### src/rtl/serial_subtractor.sv
`default_nettype none
// ============================================================================
// Module   : serial_subtractor
// Function : Multi-cycle unsigned subtractor. Computes minuend - subtrahend
//            as a borrow-ripple chain over DIGIT_W bits per clock, with a
//            registered borrow carried between digits. Valid/ready handshake
//            on both the operand and the result side.
// Revision : 1.0 - initial release
// ============================================================================
module serial_subtractor #(
    parameter int WIDTH   = 16,
    parameter int DIGIT_W = 1
) (
    input  logic             clk,
    input  logic             rst,
    input  logic             in_valid,
    output logic             in_ready,
    input  logic [WIDTH-1:0] minuend,
    input  logic [WIDTH-1:0] subtrahend,
    output logic             out_valid,
    input  logic             out_ready,
    output logic [WIDTH-1:0] diff,
    output logic             borrow
);

    localparam int                 c_digits     = WIDTH / DIGIT_W;
    localparam int                 c_cnt_w      = (c_digits > 1) ? $clog2(c_digits) : 1;
    localparam logic [c_cnt_w-1:0] c_last_digit = c_cnt_w'(c_digits - 1);

    typedef enum logic [1:0] {
        S_IDLE = 2'd0,
        S_RUN  = 2'd1,
        S_DONE = 2'd2
    } state_t;

    state_t               r_state;
    state_t               w_next_state;
    logic [WIDTH-1:0]     r_a;
    logic [WIDTH-1:0]     r_b;
    logic [WIDTH-1:0]     r_diff;
    logic                 r_borrow;
    logic                 r_bin;
    logic [c_cnt_w-1:0]   r_cnt;
    logic [DIGIT_W-1:0]   w_digit;
    logic                 w_bout;
    logic [WIDTH-1:0]     w_diff_next;
    logic                 w_accept;
    logic                 w_last;

    // rst is folded in so the block never advertises readiness while held in reset
    assign in_ready  = (r_state == S_IDLE) && !rst;
    assign out_valid = (r_state == S_DONE);
    assign diff      = r_diff;
    assign borrow    = r_borrow;
    assign w_accept  = in_valid && in_ready;
    assign w_last    = (r_cnt == c_last_digit);

    // State register
    always_ff @(posedge clk or posedge rst) begin
        if (rst) begin
            r_state <= S_IDLE;
        end else begin
            r_state <= w_next_state;
        end
    end

    // Next-state decode
    always_comb begin
        w_next_state = r_state;
        case (r_state)
            S_IDLE:  if (w_accept)  w_next_state = S_RUN;
            S_RUN:   if (w_last)    w_next_state = S_DONE;
            S_DONE:  if (out_ready) w_next_state = S_IDLE;
            default:                w_next_state = S_IDLE;
        endcase
    end

    // Full-subtractor chain over the current digit (always the low bits of
    // the shifting operand registers), seeded by the registered borrow
    always_comb begin
        logic c;
        c       = r_bin;
        w_digit = '0;
        for (int i = 0; i < DIGIT_W; i++) begin
            w_digit[i] = r_a[i] ^ r_b[i] ^ c;
            c          = (~r_a[i] & r_b[i]) | (~r_a[i] & c) | (r_b[i] & c);
        end
        w_bout = c;
    end

    // Result digits enter at the top and shift down, so after the last digit
    // the LSB digit sits at bit 0
    generate
        if (DIGIT_W == WIDTH) begin : g_single_digit
            assign w_diff_next = w_digit;
        end else begin : g_multi_digit
            assign w_diff_next = {w_digit, r_diff[WIDTH-1:DIGIT_W]};
        end
    endgenerate

    // Operand latch, digit counter, borrow chaining and result capture
    always_ff @(posedge clk or posedge rst) begin
        if (rst) begin
            r_a      <= '0;
            r_b      <= '0;
            r_diff   <= '0;
            r_borrow <= 1'b0;
            r_bin    <= 1'b0;
            r_cnt    <= '0;
        end else if (w_accept) begin
            r_a   <= minuend;
            r_b   <= subtrahend;
            r_bin <= 1'b0;
            r_cnt <= '0;
        end else if (r_state == S_RUN) begin
            r_a    <= r_a >> DIGIT_W;
            r_b    <= r_b >> DIGIT_W;
            r_bin  <= w_bout;
            r_cnt  <= r_cnt + c_cnt_w'(1);
            r_diff <= w_diff_next;
            if (w_last) begin
                r_borrow <= w_bout;
            end
        end
    end

endmodule
`default_nettype wire

### config.mk
export PLATFORM = sky130hd
export DESIGN_NAME = serial_subtractor
export DESIGN_NICKNAME = d
export VERILOG_FILES = /design/src/rtl/serial_subtractor.sv
export SDC_FILE = /design/constraint.sdc
export NUM_CORES = 1
export LEC_CHECK = 0
export BUFFER_PORTS_ARGS = -buffer_cell sky130_fd_sc_hd__buf_4
export CAP_MARGIN = 5
export CORE_MARGIN = 2
export CORE_UTILIZATION = 53
export CTS_CLUSTER_DIAMETER = 100
export DETAILED_ROUTE_END_ITERATION = 10
export HOLD_SLACK_MARGIN = 0.12
export PLACE_DENSITY = 0.89
export SYNTH_ARGS = -nofsm -noshare
export SYNTH_HDL_FRONTEND = slang
export SYNTH_SLANG_ARGS = --single-unit
### constraint.sdc
create_clock -name clk -period 1.57 [get_ports clk]
set_input_delay 0.0785 -clock clk [delete_from_list [all_inputs] [get_ports clk]]
set_output_delay 0.0785 -clock clk [all_outputs]
set_load 0.01 [all_outputs]
; Yosys cells after proc, flatten, opt, wreduce, memory -nomap -nowiden
; Cells that the tools add are included.
; Widths: inputs -> output; s select.
[classes]
bitwise = 9
reduce_logical = 8
muxes = 12
n_eq_ne = 6
add_sub_neg = 1
[op_table]
columns = operator, count
row1 = $mux 16, 4
row2 = $mux 4, 2
row3 = $mux 2, 3
row4 = $pmux 2 s3, 1
row5 = $reduce_and 3->1, 2
row6 = $add 4x1->4 const B, 1
row7 = $eq 4x4->1 const B, 1
row8 = $ne 2x2->1 const B, 2
row9 = $and 1x1->1, 3
row10 = $eq 2x1->1 const B, 1
row11 = $eq 2x2->1 const B, 1
row12 = $logic_and 1x1->1, 2
row13 = $logic_not 2->1, 1
row14 = $mux 1, 2
row15 = $ne 2x1->1 const B, 1
row16 = $not 1->1, 2
row17 = $or 1x1->1, 2
row18 = $reduce_and 2->1, 1
row19 = $reduce_bool 2->1, 1
row20 = $xor 1x1->1, 2
row21 = $logic_not 1->1, 1
[totals]
wordCells = 43
output_inout_bits = 19
ff_bits = 56

; Depth between registers and ports, before layout
[logic_depth]
word_depth = 6
depth_mapped = 6
ltp_nobuf = 4

; Worst setup path after synthesis
; Ideal clock, no wire load.
[synth_path]
kind = register to register
from = reg r_state[1]
to = reg r_a[0]
t_required_ns = 1.436
stages_incl_launch_ff = 4
arrival_ns = 1.155
period_less_slack_ns = 1.290
slack_ns = 0.280
n_path_buf = 1
setup_time_ns = 0.134
cell_sequence = dfrtp_1 > nor4b_4 > clkbuf_1 > o21ai_0
[synth_between]
elab_chain_cells = 4
elab_cells_between_ends = 6
cone_classes = eq/ne: 1 / mux: 1 / reduce/logical: 4
[synth_lines]
columns = element, line_no
row1 = "start, declared", 36  ; state_t r_state;
row2 = "start signal, assigned", 63  ; r_state <= w_next_state;
row3 = $logic_not 2->1, 51  ; assign in_ready = (r_state == S_IDLE) && !rst;
row4 = $logic_and 1x1->1, 51
row5 = $logic_and 1x1->1, 55  ; assign w_accept = in_valid && in_ready;
row6 = $mux 16 / $reduce_bool 2->1 (equally long branches), --
row7 = "end signal, assigned", 111  ; r_a <= minuend;
row8 = "end signal, assigned", 116  ; r_a <= r_a >> DIGIT_W;
row9 = "end, declared", 38  ; logic [WIDTH-1:0] r_a;
; Parallel ways exist; a longest one is shown, timed or not.
; A chain may end at the register's enable or synchronous reset.

; Worst setup path in the final report
[layout_path]
from = reg r_state[1]
to = reg r_b[0]
[layout_between]
elab_chain_cells = 4
elab_cells_between_ends = 6
cone_classes = eq/ne: 1 / mux: 1 / reduce/logical: 4
[layout_lines]
columns = element, line_no
row1 = $logic_not 2->1, 51
row2 = $logic_and 1x1->1, 51
row3 = $logic_and 1x1->1, 55
row4 = $mux 16 / $reduce_bool 2->1 (equally long branches), --
row5 = "end signal, assigned", 112  ; r_b <= subtrahend;
row6 = "end signal, assigned", 117  ; r_b <= r_b >> DIGIT_W;
row7 = "end, declared", 39  ; logic [WIDTH-1:0] r_b;
; Parallel ways exist; a longest one is shown, timed or not.

==> impl_metrics.env <==
export IMPL_skew_ps=6.01
export IMPL_rows=24
export IMPL_numCtsBuffers=5
export IMPL_crit_path_end_kind="flop"
export IMPL_crit_path_cell_trace="nand2b_2, buf_12, mux2i_1, o21ai_0"
export IMPL_startpoint_type="flop"
export IMPL_r2r_start="r_state[1]"
export IMPL_root_buffer="clkbuf_8"
export IMPL_synthCells=244
export IMPL_yosysSeqAreaShare_pct=56.9
export IMPL_synth_seq_cells=56
export IMPL_swShare_pct=35.6
export IMPL_fill_cells=260
export IMPL_hold_viol_final=0
export IMPL_n_antenna_cell=0
export IMPL_antenna_found_initial=0
export IMPL_vdd_drop_max_uv=890
export IMPL_place_area_mm2=0.00296
export IMPL_yosysUniqueCellTypes=27
export IMPL_dr_first_iter_drc_count=107
export IMPL_drt_vias_per_instance=5.09
export IMPL_die_h_um=72.1
export IMPL_io_buffers=54
export IMPL_clkPwrFrac_pct=14.8
export IMPL_cts_tree="done"
export IMPL_maxCapViolCount=0
export IMPL_worst_setup_path_type="flop to flop"
export IMPL_grt_ovfl_total=0
export IMPL_via_count=1954
export IMPL_tns_ps=0
export IMPL_antenna_left=0
export IMPL_critPathMaxStageDelay_ps=500
export IMPL_wl_per_cell_um=14.2
export IMPL_grt_pass1_wl_um=8920
export IMPL_dieArea_mm2=0.00520
export IMPL_pwr_density_cell_mw_per_mm2=1600
export IMPL_combPwrFrac_pct=40.1
export IMPL_initial_utilization_pct=55.8
export IMPL_rsz0062_at_grt="no"
export IMPL_cp_buffers_inverters=1
export IMPL_firstDrtPassIters=4
export IMPL_hold_class="input pin to async pin"
export IMPL_gp_congestion=0.804
export IMPL_worstMarginPinSlew_ps=273
export IMPL_fin_area_mm2=0.00339
export IMPL_drc_errors=0
export IMPL_grt_max_degree=71
export IMPL_drive_above_1_share_pct=21.7
export IMPL_r2r_slack_ps=130
export IMPL_arrival_ps=1630
export IMPL_status="complete, no violations"
export IMPL_sequentialPowerShare_pct=45.1
export IMPL_synth_nets=282
export IMPL_yosysWarnings=0
export IMPL_synth_top_area_share_pct=56.9
export IMPL_grt_pass1_vias=1959
export IMPL_syn_area_mm2=0.00246
export IMPL_multiInputGateArea_um2=973
export IMPL_setup_viol=0
export IMPL_crit_start="r_state[1]"
export IMPL_slew_viol_final=0
export IMPL_grt_util_all_layers_pct=22.7
export IMPL_synth_top_area_cell="dfrtp_1"
export IMPL_fin_crit_sh_pct=91.6
export IMPL_clock_latency_ps=310
export IMPL_cts_setup_buffers=0
export IMPL_fin_nets=369
export IMPL_htreeDepth=2
export IMPL_slew_headroom_pct=81.8
export IMPL_slowest_stage="dfrtp_1"
export IMPL_intPower_w=0.00350
export IMPL_areaGrowthSynthToFinish_pct=37.6
export IMPL_fmax_ghz=0.695
export IMPL_path_clk_slew_ps=90
export IMPL_num_io_pins=55
export IMPL_power_switching_w=0.00193
export IMPL_leakage_nw=1.69
export IMPL_core_area_mm2=0.00441
export IMPL_seq_area_mm2=0.00140
export IMPL_hpwlAfterDp_um=3330
export IMPL_drt_total_wl_um=5460
export IMPL_cp_top_family="flip-flops"
export IMPL_period_needed_ps=1440
export IMPL_critPathRequiredTime_ps=1760
export IMPL_synthTopCellsByArea="dfrtp_1, nand2_1, mux2i_1"
export IMPL_postSynthAreaPerCell_um2=10.1
export IMPL_path_max_fanout=15
export IMPL_clock_sinks=56
export IMPL_clk_path_buf_depth=2
export IMPL_fp_dieW_um=72.1
[registers in the layout, indices dropped and copies added (netlist names)]
name,count
borrow,1
diff,16
r_a,16
r_b,16
r_bin,1
r_cnt,4
r_state,2
[tightest hold or removal path: stages]
cell and delay [ps]:
dlygate4sd3_1 540, buf_4 160, inv_2 210
[power by group through the flow]
| stage | clock [W] | combinational, W | sequential, W |
|---|---|---|---|
| after floorplan | 0 | 0.00138 | 0.00245 |
| after global placement | 0 | 0.00202 | 0.00244 |
| after detailed placement | 0 | 0.00212 | 0.00248 |
| after CTS | 0.000817 | 0.00219 | 0.00245 |
| after global routing | 0.000881 | 0.00244 | 0.00253 |
| final | 0.000805 | 0.00218 | 0.00245 |
[final timing paths]
kind	cells past startpoint	to
min in group clk	4	r_cnt[0]
worst min register to register	2	diff[0]
max in group asynchronous	4	r_b[6]
worst max register to register	4	r_b[0]
worst max-delay path	4	r_b[0]
worst min-delay path	3	r_state[1]
[timing repair]
| item | in CTS | in global routing |
|---|---|---|
| hold buffers | 34 | 0 |
| hold endpoints to repair | 89 | 0 |
| resized for setup | 0 | 0 |
[synthesized netlist by cell type]
master	instances
nand2_1	86
dfrtp_1	56
mux2i_1	30
o21ai_0	18
o21ai_1	16
buf_2	7
buf_4	4
a21oi_1	3
clkbuf_1	2
inv_1	2
nand2b_1	2
nor2_1	2
nor2b_1	2
and3_1	1
buf_6	1
clkbuf_2	1
fa_1	1
ha_1	1
mux2_2	1
nand3_1	1
nand3b_1	1
nor3_1	1
nor4b_4	1
o21bai_1	1
or3_1	1
xnor2_1	1
xor2_1	1
[stage by stage]
step,worst slack (ps),cells,total power [W],hold slack (ps),utilization [%]
2_1_floorplan,120,244,0.00383,195,-
3_3_place_gp,231,342,0.00446,61.5,67.0
3_5_place_dp,117,342,0.00460,64.1,67.0
4_1_cts,116,384,0.00545,284,76.7
5_1_grt,54.9,384,0.00585,300,76.7
6_report,132,384,0.00543,280,76.7
[layer usage]
layer | wire [um] | global-route usage, %
met4 | 105 | 9.43
met2 | 2780 | 38.2
met3 | 233 | 4.17
met1 | 2340 | 28.9
met5 | 0 | 0
[cell usage in the layout (no fill, tap or decap), types with 3 or more instances in the layout]
cell type,instances
a21oi_1,3
buf_12,4
buf_4,57
clkbuf_8,6
dfrtp_1,56
dlygate4sd3_1,34
mux2i_1,30
nand2_1,86
o21ai_0,18
o21ai_1,16
[cells by family after synthesis]
family	synth area share, %
and+or+nand+nor	16.6
DFF	56.9
AOI/OAI and AO/OA	7.83
muxes	12.7
buffers and inverters	3.91
xor gates and xnor gates	0.712
adders and majority gates	1.32
[cell type report]
| cell class | instances | area share (%) |
|---|---|---|
| tap | 52 | 1.92 |
| clock buffer | 8 | 2.66 |
| sequential | 56 | 41.4 |
| inverter | 2 | 0.222 |
| timing repair buffer | 95 | 25.1 |
| multi-input combinational | 171 | 28.8 |
No activity file was read; power rests on OpenSTA's default activity.
